File: config.mk
export PLATFORM = sky130hd
export DESIGN_NAME = instr_reg_scheduler
export DESIGN_NICKNAME = d
export VERILOG_FILES = /design/src/rtl/instr_register_pkg.sv /design/src/rtl/instr_reg_scheduler_rr_arbiter2.sv /design/src/rtl/instr_reg_scheduler.sv
export SDC_FILE = /design/constraint.sdc
export NUM_CORES = 1
export LEC_CHECK = 0
export BUFFER_PORTS_ARGS = -buffer_cell sky130_fd_sc_hd__buf_2
export CORE_AREA = 5 5 137 139
export DETAILED_ROUTE_END_ITERATION = 7
export DIE_AREA = 0 0 142 144
export HOLD_SLACK_MARGIN = 0.12
export PLACE_DENSITY_LB_ADDON = 0.25
export SYNTH_ARGS = -nofsm -noshare
export SYNTH_HDL_FRONTEND = slang
export SYNTH_HIERARCHICAL = 1
export SYNTH_SLANG_ARGS = --single-unit
File: constraint.sdc
create_clock -name clk -period 8.8 [get_ports clk]
set_input_delay 0.88 -clock clk [delete_from_list [all_inputs] [get_ports clk]]
set_output_delay 0.88 -clock clk [all_outputs]
set_load 0.01 [all_outputs]
File: src/rtl/instr_register_pkg.sv
// ----------------------------------------------------------------------------
// instr_register_pkg
// Shared types for instr_register and its front-end scheduler.
//   opcode_t, operand_t, address_t, instruction_t : register-file data types
//   sched_state_t                                 : scheduler FSM states
//   SCHED_DEPTH, SCHED_NUM_REQ                    : scheduler defaults
//   ptr_inc()                                     : circular pointer increment
// ----------------------------------------------------------------------------
package instr_register_pkg;

    typedef enum logic [3:0] {
        ZERO, PASSA, PASSB, ADD, SUB, MULT, DIV, MOD
    } opcode_t;

    typedef logic signed [31:0] operand_t;

    typedef logic [4:0] address_t;

    typedef struct packed {
        opcode_t  opc;
        operand_t op_a;
        operand_t op_b;
    } instruction_t;

    localparam int unsigned SCHED_DEPTH   = 32;
    localparam int unsigned SCHED_NUM_REQ = 2;

    typedef enum logic [1:0] {
        RUN     = 2'd0,
        FLUSH   = 2'd1,
        RECOVER = 2'd2
    } sched_state_t;

    // Pointer width equals log2 of the depth, so wrap-around is implicit.
    function automatic address_t ptr_inc(input address_t p);
        return p + address_t'(1);
    endfunction

endpackage

File: src/rtl/instr_reg_scheduler_rr_arbiter2.sv
// ----------------------------------------------------------------------------
// rr_arbiter2
// Two-way round-robin arbiter. Grant is combinational; the last winner is
// registered so that on a tie the other requester wins next.
//   clk_i, reset_i : clock, asynchronous active-high reset
//   req_i          : request vector
//   enable_i       : grants are allowed this cycle
//   grant_o        : one-hot grant (or zero)
// ----------------------------------------------------------------------------
module rr_arbiter2 (
    input  logic       clk_i,
    input  logic       reset_i,
    input  logic [1:0] req_i,
    input  logic       enable_i,
    output logic [1:0] grant_o
);

    logic rr_last_q, rr_last_d;

    always_comb begin
        grant_o = 2'b00;
        if (enable_i) begin
            unique case (req_i)
                2'b01:   grant_o = 2'b01;
                2'b10:   grant_o = 2'b10;
                2'b11:   grant_o = rr_last_q ? 2'b01 : 2'b10;
                default: grant_o = 2'b00;
            endcase
        end
        rr_last_d = rr_last_q;
        if (grant_o != 2'b00) begin
            rr_last_d = grant_o[1];
        end
    end

    // Reset to 1 so requester 0 wins the first tie.
    always_ff @(posedge clk_i or posedge reset_i) begin
        if (reset_i) begin
            rr_last_q <= 1'b1;
        end else begin
            rr_last_q <= rr_last_d;
        end
    end

endmodule

File: src/rtl/instr_reg_scheduler.sv
// ----------------------------------------------------------------------------
// instr_reg_scheduler
// Sequencer/arbiter in front of instr_register: shares the write port between
// two producers (round-robin), keeps write/read pointers as a circular queue,
// serves one consumer with a registered read, and can flush the register file.
//   clk, reset             : clock, asynchronous active-high reset
//   req_valid/req_ready    : per-requester handshake (ready = granted)
//   req_opcode/_operand_*  : per-requester instruction fields
//   flush                  : clear queue and pulse reg_reset_n
//   rd_req/rd_valid/rd_instr : consumer read, 1-cycle latency
//   full, empty            : occupancy flags
//   load_en, reg_reset_n, opcode, operand_a, operand_b,
//   write_pointer, read_pointer, instruction_word : instr_register interface
// Optional: define INSTR_SCHED_STATS_EN to add stat_grants (saturating
// per-requester accepted-write counters).
// ----------------------------------------------------------------------------
module instr_reg_scheduler
    import instr_register_pkg::*;
#(
    parameter int unsigned NUM_REQ = SCHED_NUM_REQ,
    parameter int unsigned DEPTH   = SCHED_DEPTH
) (
    input  logic               clk,
    input  logic               reset,
    input  logic [NUM_REQ-1:0] req_valid,
    output logic [NUM_REQ-1:0] req_ready,
    input  opcode_t            req_opcode    [NUM_REQ],
    input  operand_t           req_operand_a [NUM_REQ],
    input  operand_t           req_operand_b [NUM_REQ],
    input  logic               flush,
    input  logic               rd_req,
    output logic               rd_valid,
    output instruction_t       rd_instr,
    output logic               full,
    output logic               empty,
    output logic               load_en,
    output logic               reg_reset_n,
    output opcode_t            opcode,
    output operand_t           operand_a,
    output operand_t           operand_b,
    output address_t           write_pointer,
    output address_t           read_pointer,
    input  instruction_t       instruction_word
`ifdef INSTR_SCHED_STATS_EN
    ,
    output logic [15:0]        stat_grants [NUM_REQ]
`endif
);

    localparam int unsigned CW = $clog2(DEPTH) + 1;

    sched_state_t   state_q, state_d;
    address_t       wr_ptr_q, wr_ptr_d;
    address_t       rd_ptr_q, rd_ptr_d;
    logic [CW-1:0]  count_q, count_d;
    logic           rd_valid_q, rd_valid_d;
    instruction_t   rd_instr_q, rd_instr_d;

    logic [1:0] grant;
    logic       run, arb_en, wr_en, rd_en;

    assign run   = (state_q == RUN);
    assign full  = (count_q == CW'(DEPTH));
    assign empty = (count_q == '0);

    // Flush wins over same-cycle writes/reads; grant uses the registered full,
    // so a read from a full queue does not free a slot in the same cycle.
    assign arb_en = run && !flush && !full && !reset;
    assign rd_en  = run && !flush && rd_req && !empty && !reset;
    assign wr_en  = (grant != 2'b00);

    rr_arbiter2 u_arb (
        .clk_i    (clk),
        .reset_i  (reset),
        .req_i    (req_valid[1:0]),
        .enable_i (arb_en),
        .grant_o  (grant)
    );

    assign req_ready     = grant;
    assign load_en       = wr_en;
    assign opcode        = grant[1] ? req_opcode[1]    : req_opcode[0];
    assign operand_a     = grant[1] ? req_operand_a[1] : req_operand_a[0];
    assign operand_b     = grant[1] ? req_operand_b[1] : req_operand_b[0];
    assign write_pointer = wr_ptr_q;
    assign read_pointer  = rd_ptr_q;
    assign rd_valid      = rd_valid_q;
    assign rd_instr      = rd_instr_q;
    assign reg_reset_n   = !reset && (state_q != FLUSH);

    always_comb begin
        state_d    = state_q;
        wr_ptr_d   = wr_ptr_q;
        rd_ptr_d   = rd_ptr_q;
        count_d    = count_q;
        rd_valid_d = rd_en;
        rd_instr_d = rd_instr_q;

        if (wr_en) begin
            wr_ptr_d = ptr_inc(wr_ptr_q);
        end
        if (rd_en) begin
            rd_instr_d = instruction_word;
            rd_ptr_d   = ptr_inc(rd_ptr_q);
        end

        unique case ({wr_en, rd_en})
            2'b10:   count_d = count_q + CW'(1);
            2'b01:   count_d = count_q - CW'(1);
            default: count_d = count_q;
        endcase

        case (state_q)
            RUN: begin
                if (flush) begin
                    state_d = FLUSH;
                end
            end
            FLUSH: begin
                state_d  = RECOVER;
                wr_ptr_d = '0;
                rd_ptr_d = '0;
                count_d  = '0;
            end
            RECOVER: state_d = RUN;
            default: state_d = RUN;
        endcase
    end

    always_ff @(posedge clk or posedge reset) begin
        if (reset) begin
            state_q    <= RUN;
            wr_ptr_q   <= '0;
            rd_ptr_q   <= '0;
            count_q    <= '0;
            rd_valid_q <= 1'b0;
            rd_instr_q <= '0;
        end else begin
            state_q    <= state_d;
            wr_ptr_q   <= wr_ptr_d;
            rd_ptr_q   <= rd_ptr_d;
            count_q    <= count_d;
            rd_valid_q <= rd_valid_d;
            rd_instr_q <= rd_instr_d;
        end
    end

`ifdef INSTR_SCHED_STATS_EN
    for (genvar i = 0; i < NUM_REQ; i++) begin : g_stat
        logic [15:0] stat_q;

        always_ff @(posedge clk or posedge reset) begin
            if (reset) begin
                stat_q <= '0;
            end else if (state_q == FLUSH) begin
                stat_q <= '0;
            end else if (grant[i] && (stat_q != 16'hFFFF)) begin
                stat_q <= stat_q + 16'd1;
            end
        end

        assign stat_grants[i] = stat_q;
    end
`endif

endmodule
==> flow_metrics.env <==
export IMPL_hold_violations=0
export IMPL_p_leak_nw=3.89
export IMPL_drcViolationCount=0
export IMPL_powerDensity_mw_per_mm2=247
export IMPL_outcome="finished clean"
export IMPL_required_ps=9050
export IMPL_critPathTopFamily="simple AND/OR/NAND/NOR gates"
export IMPL_post_cts_resized=0
export IMPL_holdWs_ps=465
export IMPL_total_power_mw=1.68
export IMPL_max_cap_violations=0
export IMPL_grt_usage_pct=17.4
export IMPL_synth_area_leader_cell="dfrtp_1"
export IMPL_synthToLayoutAreaGrowth_pct=52.3
export IMPL_drv_slew=0
export IMPL_yosysWarningCount=6
export IMPL_dp_hpwl_um=15900
export IMPL_finalWorstSetupSlack_ps=4650
export IMPL_hold_path_class="reg2reg"
export IMPL_setup_violations=0
export IMPL_drtPass1Iterations=4
export IMPL_synth_avg_cell_area_um2=9.32
export IMPL_via_count=4628
export IMPL_place_port_buffers=362
export IMPL_r2r_slack_ps=4770
export IMPL_clockBufferDepth=2
export IMPL_ios=363
export IMPL_syn_nets=696
export IMPL_hold_path_end="state_q[0]"
export IMPL_synth_cell_type_count=34
export IMPL_nets=1048
export IMPL_antenna_left=0
export IMPL_rows=49
export IMPL_overflow=0
export IMPL_drt_iter0_markers=166
export IMPL_slew_headroom_pct=43.5
export IMPL_reg2reg_from="count_q[1]"
export IMPL_final_cells=1070
export IMPL_clkSlewWorstSetupHoldPaths_ps=60
export IMPL_crit_chain="buf_2, nor4_1, nor2b_1, nand2_1, a21oi_4, buf_4, nor2_1, ha_1, ha_1, o21ai_0, nor2_1, mux2_2, o21ai_0, nor3b_1"
export IMPL_die_h_um=144
export IMPL_cts_htree_levels=3
export IMPL_ys_seq_area_share_pct=49.5
export IMPL_wire_per_inst_um=18.1
export IMPL_synth_top_cell_area_share_pct=48.9
export IMPL_drive_gt1_share_pct=55.0
export IMPL_finClkSkew_ps=8.52
export IMPL_slowest_delay_ps=660
export IMPL_vias_per_cell=4.33
export IMPL_fin_setup_tns_ps=0
export IMPL_numCtsBuffers=9
export IMPL_rr_endpoint="count_q[5]"
export IMPL_root_buffer="clkbuf_16"
export IMPL_slowest_stage="buf_4"
export IMPL_synth_seq_cells=88
export IMPL_reg2regPathDepth=14
export IMPL_worstSetupStartpointType="input pin"
export IMPL_grt_max_degree=75
export IMPL_antenna_found_initial=13
export IMPL_peakVddDrop_v=0.000128
export IMPL_gp_congestion=0.794
export IMPL_finalCritPeriodShare_pct=47.2
export IMPL_cts_setup_buffers=0
export IMPL_initial_core_util_pct=25.4
export IMPL_cp_arrival_ps=4400
export IMPL_fillers=1824
export IMPL_die_w_um=142
export IMPL_place_ws_ps=4280
export IMPL_worst_path_max_fanout=70
export IMPL_coreArea_mm2=0.0175
export IMPL_drt_wl_total_um=19400
export IMPL_netlist_area_mm2=0.00446
export IMPL_cts_tree="yes"
export IMPL_critical_path_class="in2reg"
export IMPL_period_needed_ps=4150
export IMPL_place_inst=1048
export IMPL_cp_num_buf_inv=2
export IMPL_grt_pass1_wl_um=26500
export IMPL_synthCells=478
export IMPL_rsz0062_at_grt="false"
export IMPL_cts_sinks=88
export IMPL_worstHoldStart="state_q[0]"
export IMPL_max_freq_mhz=241
export IMPL_holdBufCountCts=0
export IMPL_grt_pass1_vias=4474
export IMPL_cp_end_kind="flip-flop"
export IMPL_insertion_delay_ps=340
export IMPL_dieArea_mm2=0.0204
export IMPL_whs_path_depth=1
export IMPL_tightestPinTransition_ps=847
export IMPL_ys_top_cells_by_area="dfrtp_1 (49%), nand2_1 (18%), mux2_2 (17%)"
[layer usage]
| layer | global-route usage, % | routed length [um] |
|---|---|---|
| met3 | 6.71 | 2240 |
| met4 | 7.68 | 567 |
| met2 | 27.7 | 9280 |
| met5 | 0 | 22 |
| met1 | 21.1 | 7240 |
[flip-flops by register name, indices dropped and copies added, names as in the netlist]
register         cells
state_q              2
u_arb/rr_last_q      1
rd_instr            68
count_q              6
write_pointer        5
rd_valid             1
read_pointer         5
[layout by cell type, fill, tap and decap left out, drive strengths merged]
| cell | count |
|---|---|
| buf | 367 |
| nand2 | 217 |
| dfrtp | 87 |
| mux2 | 69 |
| nor2 | 15 |
| a21oi | 10 |
| clkbuf | 9 |
| diode | 7 |
| xor2 | 7 |
| ha | 7 |
| inv | 6 |
| nor3b | 4 |
| nor2b | 4 |
| o21ai | 4 |
| xnor2 | 3 |
| nand4 | 3 |
| a21o | 2 |
| a211oi | 2 |
| clkinv | 2 |
| clkinvlp | 2 |
| nor3 | 2 |
| or4 | 1 |
| nor4 | 1 |
| nand3b | 1 |
| mux2i | 1 |
| o31ai | 1 |
| or3 | 1 |
| or2 | 1 |
| nor4b | 1 |
| fa | 1 |
| bufinv | 1 |
| and3 | 1 |
| dfstp | 1 |
[final cells by class]
type / instances / area [um^2] / share of cell area (%)
flip-flops and latches: 88 / 2200 / 32.5
multi-input cells: 359 / 2120 / 31.2
repair buffers: 367 / 1850 / 27.2
well taps: 229 / 287 / 4.22
clock buffers: 9 / 225 / 3.32
clock inverters: 6 / 67.6 / 0.996
inverters: 5 / 20.0 / 0.295
diodes: 7 / 17.5 / 0.258
[report_power, final]
group	internal [mW]	leakage, nW	total, mW	switching, mW
combinational	0.273	2.62	0.627	0.355
clock	0.220	0.138	0.381	0.161
sequential	0.576	1.14	0.671	0.0945
[worst max path at each step]
stage,start,endpoint,slack [ps],cells after the start
after floorplan,reset,operand_b[11],4830,8
after global placement,reset,count_q[5],4360,14
after detailed placement,reset,count_q[5],4280,14
after CTS,reset,count_q[5],4630,14
after global routing,reset,count_q[5],4340,14
final,reset,count_q[5],4650,14
[logic make-up after synthesis]
group | count (synthesis) | share of synthesized area, %
AND/OR/NAND/NOR | 252 | 22.7
flip-flops | 88 | 49.5
multiplexers | 70 | 17.7
buffers and inverters | 31 | 3.29
AO/OA/AOI/OAI | 19 | 2.50
XOR/XNOR | 10 | 1.97
adder cells (fa/ha/maj) | 8 | 2.41
[synth_stat cells, drive strengths merged]
cell type,count
nand2,217
dfrtp,87
mux2,69
buf,15
nor2,15
clkbuf,11
a21oi,10
ha,7
xor2,7
inv,5
nor2b,4
nor3b,4
o21ai,4
nand4,3
xnor2,3
a211oi,2
a21o,2
nor3,2
and3,1
dfstp,1
fa,1
mux2i,1
nand3b,1
nor4,1
nor4b,1
o31ai,1
or2,1
or3,1
or4,1
[stage by stage]
step                util, %  cell area, um^2
floorplan                 -             4460
global placement       36.9             6480
detailed placement     36.9             6480
CTS                    38.6             6770
global route           38.6             6780
finish                 38.7             6790
(Power assumes the default switching activity.)
